`config.mk`:
```
export PLATFORM = sky130hd
export DESIGN_NAME = sensor_poll_arbiter
export DESIGN_NICKNAME = d
export VERILOG_FILES = /design/src/rtl/sensor_pkg.sv /design/src/rtl/sensor_poll_arbiter_response_timer.sv /design/src/rtl/sensor_poll_arbiter.sv
export SDC_FILE = /design/constraint.sdc
export NUM_CORES = 1
export LEC_CHECK = 0
export ABC_AREA = 1
export BUFFER_PORTS_ARGS = -buffer_cell sky130_fd_sc_hd__buf_2
export CAP_MARGIN = 5
export CORE_MARGIN = 10
export CORE_UTILIZATION = 55
export CTS_CLUSTER_DIAMETER = 200
export DETAILED_ROUTE_END_ITERATION = 16
export MAX_ROUTING_LAYER = met4
export PLACE_DENSITY_LB_ADDON = 0.05
export SKIP_LAST_GASP = 1
export SYNTH_ARGS = -nofsm -noshare
export SYNTH_HDL_FRONTEND = slang
export SYNTH_SLANG_ARGS = --single-unit
```
`constraint.sdc`:
```
create_clock -name clock -period 2.2 [get_ports clock]
set_clock_uncertainty 0.05 [all_clocks]
set_input_delay 0.44 -clock clock [delete_from_list [all_inputs] [get_ports clock]]
set_output_delay 0.44 -clock clock [all_outputs]
set_load 0.1 [all_outputs]
```
`src/rtl/sensor_pkg.sv`:
```
// Shared definitions for the sensor poll arbiter: FSM encoding, status codes,
// result field layout and the default checksum seed.
package sensor_pkg;

  typedef enum logic [2:0] {
    S_IDLE    = 3'd0,
    S_SEND    = 3'd1,
    S_WAIT_TX = 3'd2,
    S_RECV    = 3'd3,
    S_CHECK   = 3'd4,
    S_RETRY   = 3'd5,
    S_DONE    = 3'd6
  } state_t;

  localparam logic [1:0] STAT_OK      = 2'b00;
  localparam logic [1:0] STAT_TIMEOUT = 2'b01;
  localparam logic [1:0] STAT_CHK_ERR = 2'b10;

  localparam int RES_DATA_LSB  = 0;
  localparam int RES_RETRY_LSB = 24;
  localparam int RES_STAT_LSB  = 28;

  localparam logic [7:0] DEFAULT_SEED = 8'h37;

  function automatic logic [31:0] pack_result(input logic [1:0] status,
                                              input logic [3:0] retries,
                                              input logic [23:0] data);
    logic [31:0] w_res;
    w_res = 32'h0;
    w_res[RES_DATA_LSB +: 24] = data;
    w_res[RES_RETRY_LSB +: 4] = retries;
    w_res[RES_STAT_LSB +: 2]  = status;
    return w_res;
  endfunction

endpackage

```
`src/rtl/sensor_poll_arbiter_response_timer.sv`:
```
// Per-attempt response timer: counts enabled cycles and saturates at
// TIMEOUT_CYCLES-1, where expired is raised.
module response_timer #(
  parameter int unsigned TIMEOUT_CYCLES = 500000000
) (
  input  logic clock,
  input  logic reset,
  input  logic clear,
  input  logic enable,
  output logic expired
);

  localparam int unsigned CNT_W = (TIMEOUT_CYCLES > 1) ? $clog2(TIMEOUT_CYCLES) : 1;
  localparam logic [CNT_W-1:0] LAST = CNT_W'(TIMEOUT_CYCLES - 1);

  logic [CNT_W-1:0] r_count;

  always_ff @(posedge clock) begin
    if (reset || clear) begin
      r_count <= '0;
    end else if (enable && (r_count != LAST)) begin
      r_count <= r_count + CNT_W'(1);
    end
  end

  assign expired = (r_count == LAST);

endmodule

```
`src/rtl/sensor_poll_arbiter.sv`:
```
// Sensor request arbiter: sends a one-byte sensor address over UART, gathers a
// checksummed multi-byte reply with timeout and retry, and reports to the CPU.
module sensor_poll_arbiter #(
  parameter int                ADDR_W         = 8,
  parameter int                DATA_BYTES     = 2,
  parameter int unsigned       TIMEOUT_CYCLES = 500000000,
  parameter int                MAX_RETRIES    = 2,
  parameter logic [7:0]        SEED           = sensor_pkg::DEFAULT_SEED
) (
  input  logic        clock,
  input  logic        reset,
  input  logic        start,
  input  logic [31:0] dataA,
  output logic [7:0]  tx_byte,
  output logic        tx_dv,
  input  logic        tx_done,
  input  logic [7:0]  rx_byte,
  input  logic        rx_dv,
  output logic        busy,
  output logic        done,
  output logic [31:0] result
);
  import sensor_pkg::*;

  localparam logic [23:0] DATA_MASK = 24'((33'h1 << (8 * DATA_BYTES)) - 33'h1);

  state_t      r_state, w_next;
  logic [1:0]  w_status;
  logic        w_timer_clear, w_timer_en, w_expired, w_retry_left;
  logic [7:0]  r_tx_byte, r_acc, r_chk;
  logic        r_tx_dv, r_done, r_busy;
  logic [3:0]  r_retry;
  logic [2:0]  r_cnt;
  logic [23:0] r_data;
  logic [31:0] r_result;
  logic        w_unused_dataA;

  assign w_unused_dataA = &{1'b0, dataA};
  assign w_retry_left   = (r_retry < 4'(MAX_RETRIES));

  response_timer #(.TIMEOUT_CYCLES(TIMEOUT_CYCLES)) u_timer (
    .clock   (clock),
    .reset   (reset),
    .clear   (w_timer_clear),
    .enable  (w_timer_en),
    .expired (w_expired)
  );

  always_ff @(posedge clock) begin
    if (reset) r_state <= S_IDLE;
    else       r_state <= w_next;
  end

  always_comb begin
    w_next        = r_state;
    w_status      = STAT_OK;
    w_timer_clear = 1'b0;
    w_timer_en    = 1'b0;
    case (r_state)
      S_IDLE: begin
        w_timer_clear = 1'b1;
        if (start) w_next = S_SEND;
        else       w_next = S_IDLE;
      end
      S_SEND: begin
        w_timer_clear = 1'b1;
        w_next        = S_WAIT_TX;
      end
      S_WAIT_TX, S_RECV: begin
        w_timer_en = 1'b1;
        // An incoming byte (or tx completion) wins over expiry in the same cycle.
        if ((r_state == S_WAIT_TX) && tx_done) begin
          w_timer_clear = 1'b1;
          w_next        = S_RECV;
        end else if ((r_state == S_RECV) && rx_dv) begin
          if (r_cnt == 3'(DATA_BYTES)) w_next = S_CHECK;
          else                         w_next = S_RECV;
        end else if (w_expired) begin
          if (w_retry_left) begin
            w_next = S_RETRY;
          end else begin
            w_next   = S_DONE;
            w_status = STAT_TIMEOUT;
          end
        end else begin
          w_next = r_state;
        end
      end
      S_CHECK: begin
        if (r_acc == r_chk) begin
          w_next = S_DONE;
        end else if (w_retry_left) begin
          w_next = S_RETRY;
        end else begin
          w_next   = S_DONE;
          w_status = STAT_CHK_ERR;
        end
      end
      S_RETRY: w_next = S_SEND;
      S_DONE:  w_next = S_IDLE;
      default: w_next = S_IDLE;
    endcase
  end

  always_ff @(posedge clock) begin
    if (reset) begin
      r_tx_byte <= 8'h00;
      r_tx_dv   <= 1'b0;
      r_done    <= 1'b0;
      r_busy    <= 1'b0;
      r_retry   <= 4'd0;
      r_cnt     <= 3'd0;
      r_acc     <= 8'h00;
      r_chk     <= 8'h00;
      r_data    <= 24'h0;
      r_result  <= 32'h0;
    end else begin
      r_tx_dv <= (w_next == S_SEND);
      r_done  <= (w_next == S_DONE);
      r_busy  <= (w_next != S_IDLE);
      if ((r_state == S_IDLE) && start) begin
        r_tx_byte <= 8'(dataA[ADDR_W-1:0]);
        r_retry   <= 4'd0;
      end
      if (r_state == S_RETRY) r_retry <= r_retry + 4'd1;
      if ((r_state == S_WAIT_TX) && tx_done) begin
        r_cnt  <= 3'd0;
        r_acc  <= SEED;
        r_data <= 24'h0;
      end
      if ((r_state == S_RECV) && rx_dv) begin
        r_cnt <= r_cnt + 3'd1;
        if (r_cnt < 3'(DATA_BYTES)) begin
          r_data <= {r_data[15:0], rx_byte} & DATA_MASK;
          r_acc  <= r_acc ^ rx_byte;
        end else begin
          r_chk <= rx_byte;
        end
      end
      // Result is loaded on entry to DONE so it is valid alongside the done pulse.
      if ((w_next == S_DONE) && (r_state != S_DONE))
        r_result <= pack_result(w_status, r_retry, r_data);
    end
  end

  assign tx_byte = r_tx_byte;
  assign tx_dv   = r_tx_dv;
  assign done    = r_done;
  assign busy    = r_busy;
  assign result  = r_result;

endmodule

```
==> results.json <==
{
  "core-area_um2": 9680,
  "drt_wl_total_um": 13600,
  "setup_viol": 0,
  "ys_ff_latch": 120,
  "final_cell_area_um2": 6810,
  "clock_latency_ns": 0.52,
  "fmax_ghz": 0.479,
  "synth_cell_types": 32,
  "rr_worst_depth": 19,
  "finalPower_uw": 5070,
  "worstReg2RegEnd": "result[13]",
  "die-width_um": 119,
  "dp.cells": 1006,
  "wl_per_cell_um": 13.0,
  "post-dp-hpwl_um": 9900,
  "synth.avg_cell_area_um2": 6.82,
  "reg2reg_from": "u_timer.r_count[1]",
  "min_to": "tx_byte[4]",
  "min_path_type": "in -> reg",
  "initial_core_util": 0.561,
  "synth_top_area_frac": 0.442,
  "root_buffer": "clkbuf_8",
  "drc": 0,
  "final.min_clock_period_ns": 2.09,
  "antenna_found_initial": 0,
  "synthTopCellsByArea": "dfxtp_1 (44%), nand2_1 (15%), nor2_1 (9.5%), a21oi_1 (5.4%), inv_1 (5.3%)",
  "netlist_area_um2": 5430,
  "rows": 36,
  "fin_cells": 1043,
  "ys_async_sr_fraction": 0,
  "yosys.area.top_type": "dfxtp_1",
  "required_ns": 2.57,
  "min_period_over_period": 0.950,
  "synth_edf_count": 0,
  "worst-setup-path-type": "reg -> reg",
  "dr.pass1.iters": 5,
  "grt_overflow": 0,
  "yosysMostFrequentCell": "nand2_1",
  "io_pins": 88,
  "grt_pass1_wl_um": 22300,
  "dpl_cell_area_um2": 6130,
  "vias_per_cell": 5.03,
  "htreeDepth": 4,
  "first_iter_violations": 307,
  "cts.clk_slew.worst_paths_ns": 0.06,
  "status": "completed",
  "grt_max_degree": 29,
  "drive_above_1_share": 0.203,
  "syn_inst": 796,
  "n_antenna_cell": 0,
  "grt_pass1_vias": 4923,
  "die_area_um2": 14200,
  "place.gp.congestion": 0.956,
  "regToRegSetupSlack_ns": 0.11,
  "startpoint_type": "flop",
  "power_density_nw_per_um2": 744,
  "finalMaxSlewViolations": 0,
  "cts_buffer_depth": 2,
  "portBuffers": 61,
  "num_vias": 5247,
  "syn2layout_area_growth_pct": 25.4,
  "fin_setup_tns_ns": 0,
  "max-vdd-ir-drop_mv": 0.454,
  "fill_cells": 857,
  "final_nets": 946,
  "ys_warn_count": 0,
  "worstSetupEndpointType": "flop",
  "cts_tree": "done",
  "synthFlopType": "dfxtp_1",
  "synthTopCellsByCount": "nand2_1 (211), nor2_1 (138), dfxtp_1 (120)",
  "cts_buffers": 17,
  "die_h_um": 119,
  "grtUsageTotal": 0.193,
  "ant_nets": 0,
  "holdWs_ns": 0.119,
  "ys_seq_area_frac": 0.442,
  "hp-start": "dataA[4]",
  "maxCapViolCount": 0,
  "crit_arrival_ns": 2.46,
  "cp_max_fo": 13,
  "p_leak_uw": 0.00271,
  "cts_sinks": 120,
  "hold_depth": 3,
  "hold_viol_final": 0
}
-- through the flow --
step | worst slack, ns | util
floorplan | 0.189 | -
global placement | 0.0720 | 0.633
detailed placement | 0.00299 | 0.633
CTS | 0.00591 | 0.688
global route | -0.0616 | 0.703
finish | 0.111 | 0.703
-- critical path, stage by stage (launching register included) --
cell and delay, ns:
dfxtp_2 0.35, ha_4 0.14, inv_1 0.06, nor2_2 0.11, nand2_2 0.12, nor2_2 0.10, nand2_1 0.07, nand2_1 0.06
nand2_1 0.04, nand2_1 0.05, nand2_1 0.04, nand2_1 0.06, nand2_2 0.06, inv_2 0.08, nor2_4 0.05, buf_4 0.13
buf_12 0.14, buf_12 0.13, nor2_1 0.08, nor2_1 0.05
-- routing by layer --
| metal | share of wire | up-vias | global-route usage |
|---|---|---|---|
| li1 | - | 2729 | - |
| met1 | 0.44 | 2381 | 0.215 |
| met2 | 0.49 | 117 | 0.324 |
| met3 | 0.053 | 20 | 0.0524 |
| met4 | 0.014 | 0 | 0.0739 |
| met5 | 0 | - | - |
-- final cells by class --
class,count,area [µm²],share of cell area
clock buffer,19,422,0.0619
inverter,83,312,0.0457
clock inverter,13,108,0.0158
sequential,120,2410,0.354
timing repair buffer,112,761,0.112
tap,133,166,0.0244
multi-input combinational,563,2630,0.387
-- worst max path at each step --
stage                       startpoint                   to
detailed placement  u_timer.r_count[0]  u_timer.r_count[14]
global placement    u_timer.r_count[0]  u_timer.r_count[21]
finish              u_timer.r_count[1]           result[13]
CTS                 u_timer.r_count[0]           result[21]
floorplan           u_timer.r_count[1]           result[10]
global route        u_timer.r_count[1]           result[13]
-- state kept, by name, summed over array words and instances, names as in the netlist --
signal           cells
r_chk                8
result              30
tx_byte              8
done                 1
tx_dv                1
r_data              24
r_retry              4
r_state              3
r_acc                8
r_cnt                3
u_timer.r_count     29
busy                 1
-- what timing repair did --
| action | in CTS | in global routing |
|---|---|---|
| setup endpoints to repair | 1 | 38 |
| gates cloned | 0 | 2 |
| hold buffers | 0 | 0 |
| resized for setup | 1 | 26 |
| setup buffers | 0 | 3 |
| pin swaps | 0 | 9 |
-- kinds of logic after synthesis --
kind of cell / after synthesis / share of synthesized area
AOI/OAI and AO/OA: 102 / 0.102
xor gates and xnor gates: 17 / 0.0274
adders and majority gates: 4 / 0.00922
buffers and inverters: 114 / 0.0862
DFF: 120 / 0.442
other: 1 / 0.000691
and+or+nand+nor: 438 / 0.332
-- power by group --
group / switching (µW) / internal (µW) / total (µW)
Sequential: 17.1 / 2200 / 2220
Clock: 987 / 1480 / 2470
Combinational: 288 / 92.7 / 380
-- cell usage in the layout (no fill, tap or decap), types with 8 or more instances in the layout --
master,count
nand2_1,207
nor2_1,129
dfxtp_1,115
inv_1,74
buf_2,61
a21oi_1,59
buf_4,46
nand3_1,34
o21ai_0,30
nor3_1,25
clkbuf_16,18
xnor2_1,10
nor2_2,9
inv_2,8
(Power assumes the default switching activity.)
